## config.mk

```make
export PLATFORM = sky130hd
export DESIGN_NAME = instr_fetch_unit_flat
export DESIGN_NICKNAME = d
export VERILOG_FILES = /design/src/rtl/instr_fetch_unit_if.sv /design/src/rtl/instr_fetch_unit.sv /design/src/flat_wrapper.sv
export SDC_FILE = /design/constraint.sdc
export NUM_CORES = 1
export LEC_CHECK = 0
export CAP_MARGIN = 20
export CORE_MARGIN = 3
export CORE_UTILIZATION = 55
export CTS_CLUSTER_DIAMETER = 80
export DETAILED_ROUTE_END_ITERATION = 10
export PLACE_DENSITY = 0.87
export RECOVER_POWER = 25
export SLEW_MARGIN = 20
export SYNTH_ARGS = -nofsm -noshare
export SYNTH_HDL_FRONTEND = slang
export SYNTH_SLANG_ARGS = --single-unit
```

## constraint.sdc

```tcl
create_clock -name clk -period 7.1 [get_ports clk]
set_clock_uncertainty 0.2 [all_clocks]
set_input_delay 0.71 -clock clk [delete_from_list [all_inputs] [get_ports clk]]
set_output_delay 0.71 -clock clk [all_outputs]
set_load 0.02 [all_outputs]
```

## src/rtl/instr_fetch_unit_if.sv

```systemverilog
`default_nettype none
// ============================================================================
// instr_fetch_unit_if
// Bus bundle between the fetch unit, the instruction memory, the branch
// redirect source and decode.
// Revision: 1.0
// ============================================================================
interface instr_fetch_unit_if #(
  parameter int ADDR_W = 32
);
  // Instruction memory request/response
  logic [ADDR_W-1:0] imem_addr;
  logic              imem_rd_en;
  logic [31:0]       imem_data;
  // Branch/jump redirect
  logic              redirect_valid;
  logic [ADDR_W-1:0] redirect_pc;
  // Decode handshake
  logic              inst_valid;
  logic              inst_ready;
  logic [31:0]       inst_data;
  logic [ADDR_W-1:0] inst_pc;

  // Fetch unit side
  modport master (
    output imem_addr, imem_rd_en, inst_valid, inst_data, inst_pc,
    input  imem_data, redirect_valid, redirect_pc, inst_ready
  );

  // Environment side (memory, branch unit, decode)
  modport slave (
    input  imem_addr, imem_rd_en, inst_valid, inst_data, inst_pc,
    output imem_data, redirect_valid, redirect_pc, inst_ready
  );
endinterface
`default_nettype wire

```

## src/rtl/instr_fetch_unit.sv

```systemverilog
`default_nettype none
// ============================================================================
// instr_fetch_unit
// Holds the PC, issues word-aligned reads to a 1-cycle-latency instruction
// memory, buffers returned words in order and hands them to decode with a
// valid/ready handshake. A redirect flushes everything on the old path.
// Revision: 1.0
// ============================================================================
module instr_fetch_unit #(
  parameter int                ADDR_W   = 32,
  parameter logic [ADDR_W-1:0] RESET_PC = '0,
  parameter int                DEPTH    = 2
) (
  input  wire logic          clk,
  input  wire logic          reset,   // asynchronous, active-low
  instr_fetch_unit_if.master bus
);

  localparam int PTR_W = $clog2(DEPTH);
  localparam int CNT_W = PTR_W + 1;
  localparam int OCC_W = CNT_W + 1;

  logic [ADDR_W-1:0] pc_q, pc_d;
  logic [ADDR_W-1:0] req_pc_q, req_pc_d;
  logic              inflight_q, inflight_d;
  logic [CNT_W-1:0]  count_q, count_d;
  logic [PTR_W-1:0]  wptr_q, wptr_d;
  logic [PTR_W-1:0]  rptr_q, rptr_d;

  logic [31:0]       data_q [DEPTH];
  logic [ADDR_W-1:0] tag_q  [DEPTH];

  logic              valid;
  logic              deq;
  logic              issue;
  logic              wr_en;
  logic [OCC_W-1:0]  occ;
  logic [ADDR_W-1:0] target;

  // Head of buffer drives decode directly; memory data only reaches decode
  // after it has been written into the buffer.
  assign valid          = (count_q != '0);
  assign bus.inst_valid = valid;
  assign bus.inst_data  = data_q[rptr_q];
  assign bus.inst_pc    = tag_q[rptr_q];
  assign bus.imem_addr  = pc_q;
  assign bus.imem_rd_en = issue;

  // Handshake decode, issue throttling and next-state computation
  always_comb begin
    deq    = valid && bus.inst_ready;
    // Slots that will be occupied after this cycle if nothing new is issued;
    // issuing is allowed only while that leaves room for the response.
    occ    = {1'b0, count_q} + OCC_W'(inflight_q) - OCC_W'(deq);
    // Gated by reset so no request escapes while the unit is held in reset.
    issue  = reset && !bus.redirect_valid && (occ < OCC_W'(DEPTH));
    wr_en  = inflight_q && !bus.redirect_valid;
    target = bus.redirect_pc & ~ADDR_W'(3);

    pc_d       = pc_q;
    req_pc_d   = req_pc_q;
    inflight_d = 1'b0;
    count_d    = count_q;
    wptr_d     = wptr_q;
    rptr_d     = rptr_q;

    if (bus.redirect_valid) begin
      // Flush: the in-flight response and all buffered entries are dropped.
      pc_d    = target;
      count_d = '0;
      wptr_d  = '0;
      rptr_d  = '0;
    end else begin
      if (issue) begin
        pc_d       = pc_q + ADDR_W'(4);
        req_pc_d   = pc_q;
        inflight_d = 1'b1;
      end
      if (wr_en) begin
        wptr_d = wptr_q + PTR_W'(1);
      end
      if (deq) begin
        rptr_d = rptr_q + PTR_W'(1);
      end
      if (wr_en && !deq) begin
        count_d = count_q + CNT_W'(1);
      end else if (!wr_en && deq) begin
        count_d = count_q - CNT_W'(1);
      end
    end
  end

  // Control state registers
  always_ff @(posedge clk or negedge reset) begin
    if (!reset) begin
      pc_q       <= RESET_PC;
      req_pc_q   <= '0;
      inflight_q <= 1'b0;
      count_q    <= '0;
      wptr_q     <= '0;
      rptr_q     <= '0;
    end else begin
      pc_q       <= pc_d;
      req_pc_q   <= req_pc_d;
      inflight_q <= inflight_d;
      count_q    <= count_d;
      wptr_q     <= wptr_d;
      rptr_q     <= rptr_d;
    end
  end

  // Fetch buffer storage; cleared on reset so decode sees zeros while idle
  always_ff @(posedge clk or negedge reset) begin
    if (!reset) begin
      for (int i = 0; i < DEPTH; i++) begin
        data_q[i] <= '0;
        tag_q[i]  <= '0;
      end
    end else if (wr_en) begin
      data_q[wptr_q] <= bus.imem_data;
      tag_q[wptr_q]  <= req_pc_q;
    end
  end

endmodule
`default_nettype wire
```

## src/flat_wrapper.sv

```systemverilog
// flat-port wrapper written by rule: the top's interface ports become plain ports
module instr_fetch_unit_flat 
#(
  parameter int                ADDR_W   = 32,
  parameter logic [ADDR_W-1:0] RESET_PC = '0,
  parameter int                DEPTH    = 2
)
  (clk, reset, bus_imem_addr, bus_imem_rd_en, bus_inst_valid, bus_inst_data, bus_inst_pc, bus_imem_data, bus_redirect_valid, bus_redirect_pc, bus_inst_ready);
  instr_fetch_unit_if #(.ADDR_W(ADDR_W)) bus_i ();
  input  wire logic clk;
  input  wire logic reset;
  output wire logic [$bits(bus_i.imem_addr)-1:0] bus_imem_addr;
  output wire logic [$bits(bus_i.imem_rd_en)-1:0] bus_imem_rd_en;
  output wire logic [$bits(bus_i.inst_valid)-1:0] bus_inst_valid;
  output wire logic [$bits(bus_i.inst_data)-1:0] bus_inst_data;
  output wire logic [$bits(bus_i.inst_pc)-1:0] bus_inst_pc;
  input wire logic [$bits(bus_i.imem_data)-1:0] bus_imem_data;
  input wire logic [$bits(bus_i.redirect_valid)-1:0] bus_redirect_valid;
  input wire logic [$bits(bus_i.redirect_pc)-1:0] bus_redirect_pc;
  input wire logic [$bits(bus_i.inst_ready)-1:0] bus_inst_ready;
  assign bus_imem_addr = bus_i.imem_addr;
  assign bus_imem_rd_en = bus_i.imem_rd_en;
  assign bus_inst_valid = bus_i.inst_valid;
  assign bus_inst_data = bus_i.inst_data;
  assign bus_inst_pc = bus_i.inst_pc;
  assign bus_i.imem_data = bus_imem_data;
  assign bus_i.redirect_valid = bus_redirect_valid;
  assign bus_i.redirect_pc = bus_redirect_pc;
  assign bus_i.inst_ready = bus_inst_ready;
  instr_fetch_unit #(.ADDR_W(ADDR_W), .RESET_PC(RESET_PC), .DEPTH(DEPTH)) u_core (.clk(clk), .reset(reset), .bus(bus_i));
endmodule
```

* Yosys cells after proc, flatten, opt, wreduce, memory -nomap -nowiden
Index checks and enable logic that the tools add are counted.
Widths: inputs -> output; s select.
** Operators by class
- Add/sub/neg operators :: 7
- Multipliers :: 0
- Div/mod/pow operators :: 0
- $lt $le $gt $ge :: 4
- Eq/ne operators :: 0
- Shift-type cells :: 0
- Muxes and demuxes :: 21
- Bitwise operators :: 3
- Reduce and logical (&&, ||, !) cells :: 16
** Operators with widths (count)
- $mux 32 :: 9
- $bwmux 64 :: 2
- $add 32x3->32 const B :: 1
- $demux 32 s1 :: 1
- $reduce_bool 2->1 :: 4
- $logic_and 1x1->1 :: 7
- $mux 1 :: 6
- $mux 2 :: 3
- $ge 2x2->1 const B :: 2
- $not 1->2 :: 2
- $add 2x1->3 :: 1
- $logic_not 1->1 :: 3
- $lt 3x2->1 const B :: 1
- $reduce_bool 3->1 :: 1
- $sub 3x1->3 :: 1
- $add 1x1->1 const B :: 2
- $add 2x1->2 const B :: 1
- $lt 2x1->1 const B :: 1
- $reduce_and 2->1 :: 1
- $sub 2x1->2 const B :: 1
- $not 1->1 :: 1
** Word-level totals
- Bits in registers :: 197
- Bits in latches :: 0
- Memory bits (writable) :: 0
- Memory bits (read-only) :: 0
- Bits of input ports :: 68
- Logic and storage cells :: 61
- Memories kept :: 0

* Logic depth before layout (Yosys ltp)
Gate-level depths: netlist of run 1.
- Depth in word-level cells :: 7
- Mapped depth :: 14
- Depth with buffers taken out :: 12

* Worst setup path after synthesis of run 1
No wires, ideal clock.
- Path kind :: register to output
- From :: reg u_core.count_q[1]
- To :: out bus_imem_rd_en
- Data arrival time :: 2926 ps
- Required time :: 6190 ps
- Path slack :: 3264 ps
- Cell stages (with the launch flop) :: 13
- Cells stage by stage :: dfrtp_1 > or2_2 > nand2_1 > inv_1 > ha_1 > nand2b_1 > fa_1 > xor2_2 > or3_1 > buf_2 > inv_2 > buf_6 > buf_2
** On the way
- Cells in the longest elaborated chain, start to end :: 5
- Elaborated cells between the ends (all ways) :: 6
** RTL lines
- start, declared :: RTL line instr_fetch_unit.sv:26 : logic [CNT_W-1:0] count_q, count_d;
- start signal, assigned :: RTL line instr_fetch_unit.sv:106 : count_q <= count_d;
- $reduce_bool 2->1 :: RTL line instr_fetch_unit.sv:42 : assign valid = (count_q != '0);
- via bus_inst_valid :: RTL line flat_wrapper.sv:14 : output wire logic [$bits(bus_i.inst_valid)-1:0] bus_inst_valid;
- $logic_and 1x1->1 :: RTL line instr_fetch_unit.sv:51 : deq = valid && bus.inst_ready;
- $sub 3x1->3 :: RTL line instr_fetch_unit.sv:54 : occ = {1'b0, count_q} + OCC_W'(inflight_q) - OCC_W'(deq);
- $lt 3x2->1 :: RTL line instr_fetch_unit.sv:56 : issue = reset && !bus.redirect_valid && (occ < OCC_W'(DEPTH));
- $logic_and 1x1->1 :: RTL line instr_fetch_unit.sv:56
- end, declared :: RTL line flat_wrapper.sv:13 : output wire logic [$bits(bus_i.imem_rd_en)-1:0] bus_imem_rd_en;
The timed path passes the listed nets, and every way through them passes these cells.

* Worst setup path in the final report of run 1
- From :: reg u_core.count_q[1]
- To :: out bus_imem_rd_en
** On the way
- Cells in the longest elaborated chain, start to end :: 5
- Elaborated cells between the ends (all ways) :: 6
** RTL lines (RTL line)
- branches (longest 2 deep; another with $add 2x1->3)
- $sub 3x1->3 * :: instr_fetch_unit.sv:54
- $lt 3x2->1 * :: instr_fetch_unit.sv:56
- $logic_and 1x1->1 * :: instr_fetch_unit.sv:56
Every way passes the cells marked *.

==> implementation parameters, run 1 <==
Parameter                              Value

Yosys
  Compound-cell area share of the yosys netlist    roughly 5.3%
  Area share of fa/ha/maj cells after synthesis    0.526%
  Count of distinct cell types in the synthesized netlist    46
  Number of warnings printed during yosys synthesis    0
  Total of flip-flops plus latches after synthesis    189
  Synthesized-area fraction occupied by xor and xnor cells    less than 1%
  Post-synthesis sequential area ratio    55.3%
  Combined area of all synthesized cells    8560 um2
  Number of enable-type register cells in the synthesized netlist    0
  Post-synthesis share of cell area spent on and, or, nand and nor gates    10.5%
  Library cell with the largest summed area after synthesis    dfrtp_1
  Multiplexer area fraction after synthesis    24.6%
  Mean cell area of the mapped netlist    12.2 um2
  Area share of the largest cell type after synthesis    between 50% and 60%
  Ys async rst share    between 90% and 100%
  Syn Inst Count    700
  Most instantiated flip-flop cell in the synthesis netlist    dfrtp_1
  Top post-synthesis cells by area    dfrtp_1 (55%), mux2_2 (24%), nand2_1 (5.4%)
  Dominant combinational cell family by area after synthesis    multiplexers

CTS
  Clk sink count    189
  Count of cells resized by post-cts repair    0
  Insertion delay of the later-clocked pin in the worst-skew pair    around 0.42 ns
  Clock tree from TritonCTS    yes
  Setup Buffers After CTS    0
  Hold-fix buffers, CTS    0
  Clk slew on worst S/H paths    around 0.070 ns
  Max clock buf depth    2
  CTS H-tree depth    4
  Number of buffers created by CTS    17
  Clock root buffer    clkbuf_16

Critical path
  Most common cell type on the critical path    nand2_1
  Max stage delay cell, worst path    clkdlybuf4s50_1
  Critical path start-end classification    reg2out
  Maximum fanout along the worst path    10
  Worst setup SP type    flop
  Largest stage delay on the critical path    0.61 ns
  Sort of element at the end of the critical path    output pin
  Top delay family on crit path    simple AND/OR/NAND/NOR gates
  Worst path arrival time    a little under 4 ns
  Worst path cell trace    or2_2 -> nand2_1 -> inv_1 -> ha_1 -> nand2b_1 -> fa_1 -> nand2_1 -> or3_2 -> inv_2 -> clkdlybuf4s50_1
  Data required time of the critical path    6.19 ns
  CP Buf/Inv Count    3

Detailed routing
  Wire length per cell    19.2 um
  Total via count after detailed routing    6150
  Final wirelength    20000 um
  Post-detailed-route DRC marker count    0
  Via count normalized by instance count    5.90
  Residual antenna-violating net count after detailed routing    0
  Iteration count of the initial detailed-routing pass    5
  Number of DRC markers in iteration 0    391

GRT
  Total global routing track utilization    24.2%
  Pin count of the biggest net entering global routing    69
  Number of global-route vias before repair    between 6000 and 7000
  Number of antenna violations at the first check in global routing    0
  First-pass GRT wire length    32300 um
  Grt ovf    0

Place
  Final weighted congestion in routability-driven placement    0.873
  DP Area    between 10000 and 15000 um2
  Post-Place Setup Slack    2.43 ns
  Port Buffers    159
  Estimated wirelength of the detail-placed design    around 13000 um

Status
  Run status    finished, violations left
  Violations in the final reports    max-capacitance violations, max-slew violations

Power and ir drop
  Cell area power density    414 nW/um2
  Peak ir drop on the vdd network    235 uV
  Leakage power figure    4.77 nW
  Overall Power    about 4.5 mW

Run
  Max-Cap Viols    2

Floorplanning
  Std-Cell Rows    44
  Core Region    14900 um2
  Number of top-level pins    about 170
  Die footprint    17100 um2
  Horizontal extent of the die    131 um
  Die height    ~130 um
  Starting density of the core    a little under three fifths

Timing
  Count of final max-slew check failures    roughly 110
  Transition time of the tightest slew-check pin    3.37 ns
  Count of endpoints failing setup in the final report    0
  Final critical-path required period    4.76 ns
  Maximum clock frequency    210 MHz
  Total Neg Setup Slack    0 ns
  PnR worst setup slack    2.34 ns
  Relative slew slack    -125%
  Period Utilization, post-route    67.0%
  Setup repair after global routing missed its margin    false
  Count of endpoints failing hold in the final timing report    0

Cells and area
  Post-Layout Inst Area    10900 um2
  Fillcell total    958
  Area growth from synthesis to layout    26.9%
  Area occupied by multi-input gates    roughly 3600 um2
  # nets final    916
  FF+latch area    4730 um2
  Number of antenna cells inserted    0
  Final core occ    73.0%
  Share of layout cells above drive strength 1    27.3%

Min path
  Hold/Removal Path Class    in2async
-- worst reg2reg max path: cells and delay by family (launching register included) --
kind,cells,cell delay [ns]
simple gates,6,1.72
fa+ha+maj,2,0.75
buf+inv,3,0.53
flops,1,0.49
compound gates,2,0.42
-- synth_stat cells (2+ instances only) --
cell type,n
dfrtp_1,189
mux2_2,186
nand2_1,123
buf_2,23
nand3_1,20
o311ai_1,20
nor2_1,15
nand4_1,14
o21ai_1,12
clkbuf_1,11
inv_1,10
o211ai_1,7
a21oi_1,6
buf_4,5
buf_1,4
nor4_1,4
o21ai_0,4
o311ai_0,4
xnor2_1,4
a22oi_1,3
a31oi_1,3
and3_1,3
and2_1,2
and4_1,2
ha_1,2
nand2b_1,2
nor3_1,2
or3_1,2
-- worst paths after layout --
kind,start,to,slack [ns],cells past startpoint
worst max-delay path,u_core.count_q[1]$_DFFE_PN0P_,bus_imem_rd_en,2.34,10
worst min-delay path,reset,u_core.data_q[17]$_DFFE_PN0P_,0.06,1
worst max register to register,u_core.count_q[1]$_DFFE_PN0P_,u_core.bus.imem_addr[14]$_DFFE_PN0P_,2.86,13
worst min register to register,u_core.req_pc_q[2]$_DFFE_PN0P_,u_core.req_pc_q[2]$_DFFE_PN0P_,0.30,2
max in group asynchronous,reset,u_core.rptr_q$_DFFE_PN0P_,2.83,2
min in group clk,u_core.req_pc_q[2]$_DFFE_PN0P_,u_core.req_pc_q[2]$_DFFE_PN0P_,0.30,2
-- per-layer routing --
layer / vias to the layer above / track usage (%) / wire length (um)
met5: - / 0 / 0
met4: 0 / 8.77 / 317
met3: 31 / 5.98 / 1600
met2: 311 / 39.0 / 9530
met1: 3037 / 32.2 / 8550
li1: 2771 / - / -
-- sequential cells by signal (all words and copies together) (netlist names) --
register,count
u_core.bus.imem_addr,30
u_core.data_q,64
u_core.wptr_q,1
u_core.tag_q,60
u_core.inflight_q,1
u_core.count_q,2
u_core.rptr_q,1
u_core.req_pc_q,30
-- kinds of logic (layout without fill, tap and decap cells) --
kind of cell,count (synthesis),in the layout
DFF,189,189
other,1,4
AOI/OAI and AO/OA,63,63
and+or+nand+nor,196,196
adders and majority gates,3,3
muxes,187,187
buffers and inverters,55,210
xor gates and xnor gates,6,6
-- where the power goes --
| group | leakage [nW] | switching (mW) | internal [mW] |
|---|---|---|---|
| logic | 2.11 | 0.789 | 0.941 |
| clock network | 0.282 | 0.399 | 0.573 |
| registers | 2.38 | 0.287 | 1.50 |
-- metrics by stage --
step	hold WS, ns	cells
global placement	0.270	1009
global route	0.0698	1042
CTS	0.0515	1042
detailed placement	0.285	1010
finish	0.0564	1042
floorplan	0.214	703
-- cell usage in the layout (no fill, tap or decap), types with 2 or more instances in the layout --
cell type,Yosys,routed
mux2_2,186,186
o21ai_1,12,12
nand4_1,14,14
buf_4,5,5
nor2_1,15,15
clkinvlp_4,0,4
nor3_1,2,2
o311ai_1,20,20
inv_1,10,10
o21ai_0,4,4
a31oi_1,3,3
bufinv_16,0,3
dfrtp_1,189,188
clkbuf_1,11,5
a22oi_1,3,3
a21oi_1,6,6
o211ai_1,7,7
clkinv_2,0,2
nand2_1,123,123
clkbuf_16,0,17
ha_1,2,2
nand2b_1,2,2
xnor2_1,4,4
nor4_1,4,4
and4_1,2,2
and2_1,2,2
nand3_1,20,19
conb_1,1,4
o311ai_0,4,4
clkbuf_8,0,3
and3_1,3,3
clkdlybuf4s50_1,0,157
-- area by class of cell --
type / instances / share of cell area [%]
Clock inverter: 10 / 1.28
Timing Repair Buffer: 167 / 15.2
Multi-Input combinational cell: 459 / 33.1
Tap cell: 184 / 2.12
Clock buffer: 22 / 4.28
Sequential cell: 189 / 43.6
Inverter: 11 / 0.380
Note: power is estimated with default switching activity, not from simulation.
==> run 2: changes to the inputs <==
CORE_UTILIZATION = 52   (was 55)
PLACE_DENSITY = 0.83   (was 0.87)
clock period = 4.8 ns   (was 7.1 ns; I/O delays follow)
==> implementation parameters, run 2 (synthesized netlist as in run 1, its figures left out) <==
Parameter                              Value

Timing
  Count of final max-slew check failures    104 (was 105)
  Final critical-path required period    4.40 ns
  Transition time of the tightest slew-check pin    1.86 ns (was 3.37 ns)
  Setup repair after global routing missed its margin    false (unchanged)
  Period Utilization, post-route    91.7%
  Relative slew slack    -23.8% (was -125%)
  Count of endpoints failing setup in the final report    0 (unchanged)
  Total Neg Setup Slack    0 ns (unchanged)
  Maximum clock frequency    227 MHz
  Count of endpoints failing hold in the final timing report    0 (unchanged)
  PnR worst setup slack    0.398 ns (was 2.34 ns)

Floorplanning
  Std-Cell Rows    46 (was 44)
  Die height    134 um (was 131 um)
  Number of top-level pins    166 (unchanged)
  Die footprint    18000 um2 (was 17100 um2)
  Horizontal extent of the die    134 um (was 131 um)
  Starting density of the core    53.5% (was 57.6%)
  Core Region    16000 um2 (was 14900 um2)

Cells and area
  Post-Layout Inst Area    10900 um2 (about the same)
  Register bank with the most flops    u_core.data_q (unchanged)
  Share of layout cells above drive strength 1    27.2% (was 27.3%)
  Largest registers    u_core.data_q: 64 flops, u_core.tag_q: 60 flops (unchanged)
  Most used cells in the layout excluding fill and tap cells    dfrtp_1 (188), mux2_2 (186), clkdlybuf4s50_1 (157) (unchanged)
  Commonest non-fill, non-tap cell in the layout    dfrtp_1 (unchanged)
  Number of antenna cells inserted    0 (unchanged)
  Number of flip-flops under the largest register name    64 (unchanged)
  Area growth from synthesis to layout    27.1% (was 26.9%)
  Fillcell total    1213 (was 958)
  # nets final    918 (was 916)

CTS
  Clock root buffer    clkbuf_16 (unchanged)
  Clk slew on worst S/H paths    0.06 ns (was 0.07 ns)
  Count of cells resized by post-cts repair    0 (unchanged)
  Insertion delay of the later-clocked pin in the worst-skew pair    0.43 ns (was 0.42 ns)
  Number of buffers created by CTS    17 (unchanged)
  Max clock buf depth    2 (unchanged)
  CTS H-tree depth    4 (unchanged)
  Clk sink count    189 (unchanged)
  Clock tree from TritonCTS    yes (unchanged)

GRT
  Number of antenna violations at the first check in global routing    0 (unchanged)
  Number of global-route vias before repair    6162 (was 6470)
  Pin count of the biggest net entering global routing    76 (was 69)
  Total global routing track utilization    22.2% (was 24.2%)
  Grt ovf    0 (unchanged)
  First-pass GRT wire length    32000 um (was 32300 um)

Min path
  Hold/Removal Path Class    reg2reg (was in2async)

Run
  Max-Cap Viols    2 (unchanged)

Place
  Post-Place Setup Slack    0.630 ns (was 2.43 ns)
  DP Area    10300 um2 (about the same)
  Estimated wirelength of the detail-placed design    12600 um (was 13000 um)
  Port Buffers    159 (unchanged)
  Final weighted congestion in routability-driven placement    0.835 (was 0.873)

Critical path
  Data required time of the critical path    4.12 ns (was 6.19 ns)
  Critical path start-end classification    reg2out (unchanged)
  Sort of element at the end of the critical path    output pin (unchanged)
  Maximum fanout along the worst path    10 (unchanged)
  Worst path arrival time    3.72 ns (was 3.85 ns)
  Worst setup SP type    flop (unchanged)

Status
  Run status    finished, violations left (unchanged)
  Violations in the final reports    max-capacitance violations, max-slew violations (unchanged)

Detailed routing
  Number of DRC markers in iteration 0    395 (was 391)
  Final wirelength    19500 um (was 20000 um)
  Residual antenna-violating net count after detailed routing    0 (unchanged)
  Via count normalized by instance count    5.62 (was 5.90)
  Post-detailed-route DRC marker count    0 (unchanged)
  Total via count after detailed routing    6042 (was 6150)
  Wire length per cell    18.1 um (was 19.2 um)
  Iteration count of the initial detailed-routing pass    5 (unchanged)

Power and ir drop
  Cell area power density    603 nW/um2 (was 414 nW/um2)
  Overall Power    6.55 mW (was 4.49 mW)
  Leakage power figure    4.76 nW (was 4.77 nW)
  Peak ir drop on the vdd network    331 uV (was 235 uV)
==> run 2: cell count changes in the layout (fill, tap and decap cells not counted) <==
cell,delta
clkbuf_1,-1
dlygate4sd3_1,+1
clkbuf_8,+1
nor3_4,-1
clkbuf_2,+1
nor3_1,+1
clkinv_4,+1
clkinv_2,-1
bufinv_16,-1
buf_4,+1
buf_8,-1
==> run 2: timing repair <==
action / 4_1_cts / 5_1_grt
hold buffers: 1 / 0
endpoints found under the hold margin: 50 / 0
setup buffers: 0 / 0
==> run 2: stage by stage <==
step / std cells / util (%) / hold WS, ns
3_5_place_dp: 1043 / 64.4 / 0.254
4_1_cts: 1075 / 68.1 / 0.302
5_1_grt: 1075 / 68.0 / 0.314
3_3_place_gp: 1043 / 64.4 / 0.254
6_report: 1075 / 68.0 / 0.298
2_1_floorplan: 703 / - / -0.0156
==> run 2: worst paths after layout <==
check,depth (start not counted),slack [ns],to,start
worst min register to register,2,0.30,u_core.req_pc_q[2]$_DFFE_PN0P_,u_core.req_pc_q[2]$_DFFE_PN0P_
worst max-delay path,10,0.40,bus_imem_rd_en,u_core.count_q[1]$_DFFE_PN0P_
max in group asynchronous,3,2.16,u_core.data_q[22]$_DFFE_PN0P_,reset
worst max register to register,13,0.67,u_core.bus.imem_addr[14]$_DFFE_PN0P_,u_core.count_q[1]$_DFFE_PN0P_
worst min-delay path,2,0.30,u_core.req_pc_q[2]$_DFFE_PN0P_,u_core.req_pc_q[2]$_DFFE_PN0P_
min in group asynchronous,2,0.36,u_core.tag_q[13]$_DFFE_PN0P_,reset
==> run 2: report_power, final <==
part / switching [mW] / internal (mW) / total (mW) / leakage [nW]
sequential: 0.400 / 2.22 / 2.62 / 2.38
clock: 0.582 / 0.806 / 1.39 / 0.274
combinational: 1.15 / 1.39 / 2.54 / 2.11
total: 2.13 / 4.42 / 6.55 / 4.76
==> run 2: final cells by class <==
cell class	count	area (um2)	area share, %
Multi-Input combinational cell	459	3590	33.0
Sequential cell	189	4730	43.5
Clock buffer	22	474	4.36
Tap cell	216	270	2.48
Timing Repair Buffer	169	1660	15.3
Clock inverter	9	113	1.04
Inverter	11	41.3	0.380
==> run 2: metal layers <==
layer	GRT usage [%]	vias to the layer above	wire, um
li1	-	2786	-
met4	8.03	0	411
met1	30.6	3026	8500
met3	3.60	26	949
met2	35.9	204	9610
met5	0	-	0
==> run 2: critical path, stage by stage, from the launching register on <==
cell and delay [ns]:
dfrtp_1 0.48, or2_2 0.33, nand2_1 0.13, inv_1 0.06
ha_1 0.25, nand2b_1 0.16, fa_1 0.41, xor2_2 0.25
or3_2 0.53, inv_2 0.09, clkdlybuf4s50_1 0.60
==> run 3: changes to the inputs <==
CORE_UTILIZATION = 55   (was 52)
DONT_BUFFER_PORTS = 1   (was default)
PLACE_DENSITY = 0.73   (was 0.83)
==> implementation parameters, run 3 (synthesized netlist as in run 1, its figures left out) <==
Parameter                              Value

Detailed routing
  Iteration count of the initial detailed-routing pass    4 (was 5)
  Residual antenna-violating net count after detailed routing    0 (unchanged)
  Wire length per cell    21.4 um (was 18.1 um)
  Final wirelength    20100 um (was 19500 um)
  Post-detailed-route DRC marker count    0 (unchanged)
  Total via count after detailed routing    5799 (was 6042)
  Detailed-routed wire length on met3    1690 um (was 949 um)
  Top routing layer in use    met4 (unchanged)
  WL met2    9860 um (was 9610 um)
  Routed met1 length    8190 um (was 8500 um)
  Number of DRC markers in iteration 0    285 (was 395)
  Via count normalized by instance count    6.16 (was 5.62)

Floorplanning
  Die footprint    17100 um2 (was 18000 um2)
  Die height    131 um (was 134 um)
  Horizontal extent of the die    131 um (was 134 um)
  Std-Cell Rows    44 (was 46)
  Core Region    14900 um2 (was 16000 um2)
  Starting density of the core    57.6% (was 53.5%)
  Number of top-level pins    166 (unchanged)

Cells and area
  Area occupied by multi-input gates    3600 um2 (was 3590 um2)
  Commonest non-fill, non-tap cell in the layout    dfrtp_1 (unchanged)
  Number of antenna cells inserted    0 (unchanged)
  Largest registers    u_core.data_q: 64 flops, u_core.tag_q: 60 flops (unchanged)
  Area growth from synthesis to layout    14.9% (was 27.1%)
  # nets final    815 (was 918)
  Fillcell total    1078 (was 1213)
  Register bank with the most flops    u_core.data_q (unchanged)
  Most used cells in the layout excluding fill and tap cells    dfrtp_1 (188), mux2_2 (186), nand2_1 (123) (was dfrtp_1 (188), mux2_2 (186), clkdlybuf4s50_1 (157))
  Share of layout cells above drive strength 1    31.2% (was 27.2%)
  Number of flip-flops under the largest register name    64 (unchanged)
  Final core occ    66.2% (was 68.0%)
  FF+latch area    4730 um2 (about the same)

GRT
  Grt ovf    0 (unchanged)
  Pin count of the biggest net entering global routing    191 (was 76)
  Number of antenna violations at the first check in global routing    0 (unchanged)
  Number of global-route vias before repair    6004 (was 6162)
  First-pass GRT wire length    31600 um (was 32000 um)
  Total global routing track utilization    23.8% (was 22.2%)

Run
  Max-Cap Viols    0 (was 2)

CTS
  Clock tree from TritonCTS    yes (unchanged)
  Clk slew on worst S/H paths    0.07 ns (was 0.06 ns)
  Clk sink count    189 (unchanged)
  Max clock buf depth    2 (unchanged)
  Hold-fix buffers, CTS    55 (was 1)
  Insertion delay of the later-clocked pin in the worst-skew pair    0.42 ns (was 0.43 ns)
  Count of cells resized by post-cts repair    0 (unchanged)
  Clock root buffer    clkbuf_16 (unchanged)
  Number of buffers created by CTS    17 (unchanged)
  Setup Buffers After CTS    0 (unchanged)
  CTS H-tree depth    4 (unchanged)

Critical path
  Largest stage delay on the critical path    0.52 ns (was 0.60 ns)
  CP Buf/Inv Count    2 (was 3)
  Sort of element at the end of the critical path    output pin (unchanged)
  Most common cell type on the critical path    nand2_1
  Critical path start-end classification    reg2out (unchanged)
  Data required time of the critical path    4.12 ns (about the same)
  Top delay family on crit path    simple AND/OR/NAND/NOR gates (unchanged)
  Maximum fanout along the worst path    18 (was 10)
  Worst path cell trace    or2_2 -> nand2_1 -> inv_1 -> ha_1 -> nand2b_1 -> fa_1 -> nand2_1 -> or3_2 -> inv_2 (was or2_2 -> nand2_1 -> inv_1 -> ha_1 -> nand2b_1 -> fa_1 -> xor2_2 -> or3_2 -> inv_2 -> clkdlybuf4s50_1)
  Worst setup SP type    flop (unchanged)
  Worst path arrival time    3.59 ns (was 3.72 ns)
  Max stage delay cell, worst path    or3_2 (was clkdlybuf4s50_1)

Power and ir drop
  Overall Power    5.91 mW (was 6.55 mW)
  Peak ir drop on the vdd network    264 uV (was 331 uV)
  Leakage power figure    4.40 nW (was 4.76 nW)
  Cell area power density    601 nW/um2 (was 603 nW/um2)

Timing
  Period Utilization, post-route    89.0% (was 91.7%)
  Maximum clock frequency    234 MHz (was 227 MHz)
  Worst hold margin    -0.453 ns (was 0.298 ns)
  Setup repair after global routing missed its margin    false (unchanged)
  PnR worst setup slack    0.528 ns (was 0.398 ns)
  Count of endpoints failing setup in the final report    0 (unchanged)
  Count of final max-slew check failures    0 (was 104)
  Relative slew slack    31.3% (was -23.8%)
  Total Neg Setup Slack    0 ns (unchanged)
  Count of endpoints failing hold in the final timing report    189 (was 0)
  Transition time of the tightest slew-check pin    1.03 ns (was 1.86 ns)
  Final critical-path required period    4.27 ns (was 4.40 ns)

Status
  Violations in the final reports    negative hold slack (was max-capacitance violations, max-slew violations)
  Run status    finished, violations left (unchanged)

Min path
  Hold/Removal Path Class    in2async (was reg2reg)

Place
  Post-Place Setup Slack    0.753 ns (was 0.630 ns)
  Final weighted congestion in routability-driven placement    0.887 (was 0.835)
  Estimated wirelength of the detail-placed design    12200 um (was 12600 um)
  Port Buffers    0 (was 159)
## run 3: cell count changes in the layout (fill, tap and decap cells not counted), sizes merged
cell / previous run / this run
inv: 11 / 12
clkbuf: 26 / 19
clkinvlp: 4 / 2
buf: 6 / 7
dlygate4sd3: 2 / 59
clkinv: 3 / 8
clkdlybuf4s50: 157 / 0
## run 3: metal layers
layer | GRT usage, % | up-vias
met1 | 30.4 | 2961
met5 | 0 | -
met2 | 39.0 | 230
met3 | 7.11 | 30
met4 | 8.17 | 0
li1 | - | 2578
## run 3: through the flow
step / instances / cell area, um2
floorplan: 703 / 8570
global placement: 849 / 8640
detailed placement: 849 / 8640
CTS: 936 / 9780
global route: 941 / 9830
finish: 941 / 9830
## run 3: path summary, 6_finish.rpt
kind / to / from / cells past startpoint / slack [ns]
min in group clk: u_core.data_q[55]$_DFFE_PN0P_ / bus_imem_data[23] / 1 / 0.01
worst max register to register: u_core.bus.imem_addr[21]$_DFFE_PN0P_ / u_core.count_q[1]$_DFFE_PN0P_ / 12 / 0.65
worst max-delay path: bus_imem_rd_en / u_core.count_q[1]$_DFFE_PN0P_ / 9 / 0.53
worst min-delay path: u_core.data_q[49]$_DFFE_PN0P_ / reset / 0 / -0.45
max in group asynchronous: u_core.tag_q[57]$_DFFE_PN0P_ / reset / 0 / 4.60
worst min register to register: u_core.req_pc_q[27]$_DFFE_PN0P_ / u_core.req_pc_q[27]$_DFFE_PN0P_ / 2 / 0.30
## run 3: cell type report
| class | count | area share (%) |
|---|---|---|
| sequential | 189 | 48.1 |
| clock buffer | 19 | 4.50 |
| timing repair buffer | 66 | 6.58 |
| inverter | 11 | 0.420 |
| clock inverter | 13 | 1.45 |
| tap | 184 | 2.34 |
| multi-input combinational | 459 | 36.6 |
## run 3: where the power goes
part	internal (mW)	total (mW)	switching (mW)	leakage [nW]
clock network	0.783	1.38	0.595	0.283
logic	0.827	1.80	0.973	1.74
registers	2.22	2.74	0.512	2.38
total	3.83	5.91	2.08	4.40
## run 3: worst reg2reg max path, cell delays in order (launching register included)
cell and delay, ns:
dfrtp_1 0.47, or2_2 0.40, nand2_1 0.17, inv_1 0.07, ha_1 0.27, nand2b_1 0.15, fa_1 0.49, nand2_1 0.26
or3_2 0.53, inv_2 0.36, nor2_2 0.26, o21ai_1 0.24, o311ai_1 0.15
